### src/rtl/hazard_pkg.sv
// hazard_pkg
//   Shared definitions for the hazard/forwarding unit:
//   - forward-select encodings driven onto the EX operand muxes
//   - multi-cycle tracker state enum
//   - counter-width helper for the multi-cycle latency countdown
package hazard_pkg;

   localparam logic [1:0] FWD_RF  = 2'b00;
   localparam logic [1:0] FWD_WB  = 2'b01;
   localparam logic [1:0] FWD_MEM = 2'b10;

   typedef enum logic [1:0] {
      StIdle = 2'd0,
      StBusy = 2'd1,
      StDone = 2'd2
   } mc_state_e;

   // Bits needed to hold the countdown start value (latency - 2), at least 1.
   function automatic int unsigned mc_cnt_width(input int unsigned latency);
      if (latency <= 32'd2) begin
         return 1;
      end
      return $clog2(latency - 32'd1);
   endfunction

   localparam int unsigned MC_CNT_W_DEFAULT = mc_cnt_width(32'd4);

endpackage

### src/rtl/mc_tracker.sv
// mc_tracker
//   Tracks one in-flight multi-cycle (MUL/DIV) op with a fixed-latency countdown.
//   An accepted issue enters BUSY for MC_LATENCY-1 cycles, then DONE for one
//   cycle, so mc_done shows MC_LATENCY cycles after the issue cycle.
// Ports:
//   clk       clock, rising edge
//   rst       synchronous active-high reset; drops any in-flight op
//   issue     accept a new op this cycle (already qualified by stall)
//   issue_rd  destination register of the issued op
//   mc_busy   op in flight (BUSY or DONE)
//   mc_done   result writes back this cycle
//   mc_wb_rd  destination for mc_done (0 otherwise)
//   mc_rd     latched destination, used for hazard compares
module mc_tracker
   import hazard_pkg::*;
#(
   parameter int unsigned REG_ADDR_W = 5,
   parameter int unsigned MC_LATENCY = 4
) (
   input  logic                  clk,
   input  logic                  rst,
   input  logic                  issue,
   input  logic [REG_ADDR_W-1:0] issue_rd,
   output logic                  mc_busy,
   output logic                  mc_done,
   output logic [REG_ADDR_W-1:0] mc_wb_rd,
   output logic [REG_ADDR_W-1:0] mc_rd
);

   localparam int unsigned CntW = mc_cnt_width(MC_LATENCY);
   localparam logic [CntW-1:0] CntInit = CntW'(MC_LATENCY - 2);

   mc_state_e             state_q, state_d;
   logic [CntW-1:0]       cnt_q, cnt_d;
   logic [REG_ADDR_W-1:0] rd_q, rd_d;

   always_ff @(posedge clk) begin
      if (rst) begin
         state_q <= StIdle;
         cnt_q   <= '0;
         rd_q    <= '0;
      end else begin
         state_q <= state_d;
         cnt_q   <= cnt_d;
         rd_q    <= rd_d;
      end
   end

   always_comb begin
      state_d = state_q;
      cnt_d   = cnt_q;
      rd_d    = rd_q;
      case (state_q)
         StIdle: begin
            if (issue) begin
               state_d = StBusy;
               cnt_d   = CntInit;
               rd_d    = issue_rd;
            end
         end
         StBusy: begin
            if (cnt_q == '0) begin
               state_d = StDone;
            end else begin
               cnt_d = cnt_q - CntW'(1);
            end
         end
         StDone: begin
            state_d = StIdle;
         end
         default: begin
            state_d = StIdle;
         end
      endcase
   end

   // Outputs decode registered state only.
   assign mc_busy  = (state_q != StIdle);
   assign mc_done  = (state_q == StDone);
   assign mc_wb_rd = (state_q == StDone) ? rd_q : '0;
   assign mc_rd    = rd_q;

endmodule

### src/rtl/hazard_fwd_unit.sv
// hazard_fwd_unit
//   EX-stage operand forwarding for NUM_SRC sources, load-use stall detection
//   and hazard checks against one in-flight multi-cycle op.
//   Optional build macro: HAZARD_PERF_CNT_EN adds stall_cnt_lu / stall_cnt_mc.
// Ports:
//   clk, rst                         clock; synchronous active-high reset
//   id_rs, id_rs_used                ID-stage sources (src0 in LSBs), per-source used flag
//   id_rd, id_regwrite, id_mc_issue  ID-stage destination, write enable, multi-cycle op
//   ex_rs, ex_rd, ex_regwrite, ex_memread   ID/EX sources, destination, write enable, load
//   mem_rd, mem_regwrite             EX/MEM destination and write enable
//   wb_rd, wb_regwrite               MEM/WB destination and write enable
//   fwd_sel                          2 bits per source: 00 regfile, 01 MEM/WB, 10 EX/MEM
//   stall, bubble                    hold PC/IF-ID, zero ID/EX control
//   mc_busy, mc_done, mc_wb_rd       multi-cycle tracker status
//   stall_cnt_lu, stall_cnt_mc       (HAZARD_PERF_CNT_EN) stall cycle counters
module hazard_fwd_unit
   import hazard_pkg::*;
#(
   parameter int unsigned REG_ADDR_W = 5,
   parameter int unsigned NUM_SRC    = 2,
   parameter int unsigned MC_LATENCY = 4
) (
   input  logic                          clk,
   input  logic                          rst,
   input  logic [NUM_SRC*REG_ADDR_W-1:0] id_rs,
   input  logic [NUM_SRC-1:0]            id_rs_used,
   input  logic [REG_ADDR_W-1:0]         id_rd,
   input  logic                          id_regwrite,
   input  logic                          id_mc_issue,
   input  logic [NUM_SRC*REG_ADDR_W-1:0] ex_rs,
   input  logic [REG_ADDR_W-1:0]         ex_rd,
   input  logic                          ex_regwrite,
   input  logic                          ex_memread,
   input  logic [REG_ADDR_W-1:0]         mem_rd,
   input  logic                          mem_regwrite,
   input  logic [REG_ADDR_W-1:0]         wb_rd,
   input  logic                          wb_regwrite,
   output logic [2*NUM_SRC-1:0]          fwd_sel,
   output logic                          stall,
   output logic                          bubble,
   output logic                          mc_busy,
   output logic                          mc_done,
   output logic [REG_ADDR_W-1:0]         mc_wb_rd
`ifdef HAZARD_PERF_CNT_EN
   ,
   output logic [31:0]                   stall_cnt_lu,
   output logic [31:0]                   stall_cnt_mc
`endif
);

   logic [2*NUM_SRC-1:0]  fwd_raw;
   logic [NUM_SRC-1:0]    lu_src;
   logic [NUM_SRC-1:0]    mc_src;
   logic [REG_ADDR_W-1:0] mc_rd;
   logic                  lu_haz;
   logic                  mc_haz;
   logic                  hazard;
   logic                  mc_issue;

   for (genvar i = 0; i < NUM_SRC; i++) begin : g_src
      logic [REG_ADDR_W-1:0] ex_src;
      logic [REG_ADDR_W-1:0] id_src;
      logic                  mem_hit;
      logic                  wb_hit;

      assign ex_src  = ex_rs[i*REG_ADDR_W +: REG_ADDR_W];
      assign id_src  = id_rs[i*REG_ADDR_W +: REG_ADDR_W];
      assign mem_hit = mem_regwrite && (mem_rd != '0) && (mem_rd == ex_src);
      assign wb_hit  = wb_regwrite && (wb_rd != '0) && (wb_rd == ex_src);

      // EX/MEM holds the younger result, so it wins over MEM/WB.
      assign fwd_raw[2*i +: 2] = mem_hit ? FWD_MEM : (wb_hit ? FWD_WB : FWD_RF);

      assign lu_src[i] = id_rs_used[i] && (id_src == ex_rd);
      assign mc_src[i] = id_rs_used[i] && (id_src == mc_rd);
   end

   assign lu_haz = ex_memread && ex_regwrite && (ex_rd != '0) && (|lu_src);

   // Compares against the tracked destination stay live through DONE, so a
   // dependent is released only once the tracker is back in IDLE.
   assign mc_haz = mc_busy &&
                   (((mc_rd != '0) && (|mc_src)) ||
                    (id_regwrite && (id_rd == mc_rd)) ||
                    id_mc_issue);

   assign hazard = lu_haz || mc_haz;

   assign stall   = !rst && hazard;
   assign bubble  = stall;
   assign fwd_sel = rst ? '0 : fwd_raw;

   // A blocked issue is simply re-presented by the held ID stage.
   assign mc_issue = id_mc_issue && !hazard;

   mc_tracker #(
      .REG_ADDR_W (REG_ADDR_W),
      .MC_LATENCY (MC_LATENCY)
   ) u_mc_tracker (
      .clk      (clk),
      .rst      (rst),
      .issue    (mc_issue),
      .issue_rd (id_rd),
      .mc_busy  (mc_busy),
      .mc_done  (mc_done),
      .mc_wb_rd (mc_wb_rd),
      .mc_rd    (mc_rd)
   );

`ifdef HAZARD_PERF_CNT_EN
   logic [31:0] cnt_lu_q;
   logic [31:0] cnt_mc_q;

   // A cycle with both hazards counts in both counters.
   always_ff @(posedge clk) begin
      if (rst) begin
         cnt_lu_q <= '0;
         cnt_mc_q <= '0;
      end else begin
         if (lu_haz) begin
            cnt_lu_q <= cnt_lu_q + 32'd1;
         end
         if (mc_haz) begin
            cnt_mc_q <= cnt_mc_q + 32'd1;
         end
      end
   end

   assign stall_cnt_lu = cnt_lu_q;
   assign stall_cnt_mc = cnt_mc_q;
`endif

endmodule

### config.mk
export PLATFORM = sky130hd
export DESIGN_NAME = hazard_fwd_unit
export DESIGN_NICKNAME = d
export VERILOG_FILES = /design/src/rtl/hazard_pkg.sv /design/src/rtl/mc_tracker.sv /design/src/rtl/hazard_fwd_unit.sv
export SDC_FILE = /design/constraint.sdc
export NUM_CORES = 1
export LEC_CHECK = 0
export ABC_AREA = 1
export BUFFER_PORTS_ARGS = -buffer_cell sky130_fd_sc_hd__buf_4
export CAP_MARGIN = 0
export CORE_ASPECT_RATIO = 2
export CORE_UTILIZATION = 24
export CTS_CLUSTER_DIAMETER = 30
export DETAILED_ROUTE_END_ITERATION = 8
export RECOVER_POWER = 25
export SLEW_MARGIN = 20
export SYNTH_ARGS = -nofsm -noshare
export SYNTH_HDL_FRONTEND = slang
export SYNTH_HIERARCHICAL = 1
export SYNTH_SLANG_ARGS = --single-unit
### constraint.sdc
create_clock -name clk -period 1.9 [get_ports clk]
set_input_delay 0.38 -clock clk [delete_from_list [all_inputs] [get_ports clk]]
set_output_delay 0.38 -clock clk [all_outputs]
set_load 0.01 [all_outputs]
==> flow_summary.ini <==
[sta]
maxSlewHeadroom = 0.8071
fin_worst_skew_ps = 1.943
rsz0062_at_grt = yes
fin_setup_tns_ps = 0
period_needed_ps = 1865
tightest_slew_ps = 286.3
fmax_mhz = 536.2
drv_slew = 0
hold_viol_final = 0
finalSetupViolations = 0
fin_crit_sh = 0.9816

[clock_network]
clk_latency_ps = 230
cts_tree = built
htree_levels = 1
ctsRootBufferMaster = clkbuf_8
cts.clk_slew.worst_paths_ps = 40
clkSinkCount = 9
numCtsBuffers = 3
clk_path_buf_depth = 2

[worst_setup_path]
path_max_fanout = 3
required_ps = 1520
crit_type = register to output port
worstPathArrival_ps = 1490
crit_path_frequent_cell = buf_6
cp_cell_sequence = buf_6, buf_4, o22ai_1, nor2_1, a21oi_2, nand2_1, nand2_2, a21oi_4, buf_6
cp-start-kind = register
slowest_delay_ps = 340
cp_slowest_cell = dfxtp_2
end_kind = output port

[logic_synthesis]
netlist_area_um2 = 1214
synth_fp_nets = 279
synth_top_area_frac = 0.1856
yosys_warnings = 6
yosys_register_bits = 9
syn_area_per_cell_um2 = 5.323
ys_seq_area_frac = 0.1485
synth_area_leaders = nand2_1, dfxtp_1, nor2_1
netlist_instances = 228
synth_area_leader_cell = nand2_1
synth_cell_types = 27

[final_layout]
fillers = 564
area.sequential_um2 = 193.9
insertedDiodeCount = 0
fin_util = 0.3835
layout_common_cells = buf_4, nand2_1, nor2_1, inv_1, nand3_1
area_growth_pct = 53.71
layout_commonest_cell = buf_4
multi_input_area_um2 = 889.6
fin_nets = 350
final_layout_size_suffix_gt1_frac = 0.3154
final_area_um2 = 1866

[place]
post-dp-hpwl_mm = 3.413
gp_congestion = 0.7539
dpl_cell_area_um2 = 1750
port_buffers = 62

[pwr]
power.density_nw_per_um2 = 541.0
finalPower_mw = 1.009
max-vdd-ir-drop_mv = 0.2853
power.leakage_nw = 1.000

[job]
cap_viol_max_count = 0

[floorplanning]
start_util = 0.2495
rows = 36
die_h_um = 102.6
core_area_um2 = 4865
ios = 63
die_w_um = 52.29
die-area_um2 = 5363

[grt]
grt_max_degree = 9
overflow = 0
grt_first_pass_wirelength_mm = 6.265
track_usage = 0.1542
grt_pass1_vias = 1560
grt_antenna_before_repair = 0

[detailed_routing]
drtIter0Drc = 28
wl_per_cell_um = 11.08
vias = 1599
wirelength_mm = 3.935
drc = 0
ant_nets = 0
dr.pass1.iters = 4
routed_via_density = 4.504

[hold_path]
hold_class = input pin to register

[outcome]
status = finished, final reports clean
repair_timing:
action / in CTS / in global routing
hold buffers: 0 / 0
endpoints found under the setup margin: 2 / 2
setup buffers: 3 / 1
gates resized for setup: 12 / 10
pin swaps: 5 / 11
synthesized netlist by cell type (all sizes together):
cell and instances:
xnor2 9, dfxtp 9, o22ai 3, a22o 1, nand3 12, ha 1, nor4 2, nand4 3
o21ai 14, nor3 4, nand2 62, nor3b 1, a21oi 4, inv 41, xor2 9, and3 1
buf 1, nor2 50, or2 1
worst max-delay path: cells and delay by family, from the launching register on:
family                 cells  cell delay, ps
AOI/OAI and AO/OA          3             290
buffers and inverters      3             320
DFF                        1             340
and+or+nand+nor            3             300
worst paths after layout:
path	start	to	slack [ps]	cells after the start
hold reg to reg	u_mc_tracker/cnt_q[1]$_SDFFE_PP0P_	u_mc_tracker/cnt_q[1]$_SDFFE_PP0P_	470	2
setup / recovery	u_mc_tracker/mc_rd[1]$_SDFFE_PP0P_	stall	30	9
setup reg to reg	u_mc_tracker/mc_rd[1]$_SDFFE_PP0P_	u_mc_tracker/cnt_q[0]$_SDFFE_PP0P_	170	14
hold / removal	id_rd[0]	u_mc_tracker/mc_rd[0]$_SDFFE_PP0P_	410	3
per-stage QoR:
step	setup slack, ps	instances	hold WS [ps]
after floorplan	278.5	228	438.6
after global placement	89.41	347	451.0
after detailed placement	90.37	347	464.2
after CTS	-17.60	354	394.7
after global routing	-96.09	355	412.3
final	34.89	355	406.9
report_power, final:
| group | switching [mW] | internal [mW] | total (mW) | leakage [nW] |
|---|---|---|---|---|
| Clock | 0.0701 | 0.146 | 0.216 | 0.0228 |
| Combinational | 0.283 | 0.244 | 0.527 | 0.901 |
| Sequential | 0.0386 | 0.228 | 0.266 | 0.0769 |
| Total | 0.392 | 0.618 | 1.01 | 1.00 |
per-layer routing:
layer,vias to the layer above,GRT usage,share of wire
met1,694,0.1373,0.33
met5,-,0,0
met4,0,0.06073,0.027
met3,8,0.02360,0.057
li1,843,-,-
met2,54,0.3184,0.58
state kept, by name, summed over array words and instances (netlist names):
register / count
u_mc_tracker/mc_rd: 5
u_mc_tracker/state_q: 2
u_mc_tracker/cnt_q: 2
final cells by class:
| type | count | share of cell area |
|---|---|---|
| flip-flops and latches | 9 | 0.1040 |
| inverters | 41 | 0.08518 |
| well taps | 57 | 0.03823 |
| repair buffers | 67 | 0.2716 |
| multi-input cells | 177 | 0.4769 |
| clock buffers | 4 | 0.02414 |
kinds of logic after synthesis:
logic type / count (synthesis) / synth area share
fa+ha+maj: 1 / 0.01031
xor+xnor: 18 / 0.1299
buf+inv: 42 / 0.1351
compound gates: 22 / 0.1031
simple gates: 136 / 0.4732
flops: 9 / 0.1485
Power figures use the tool's default switching activity.
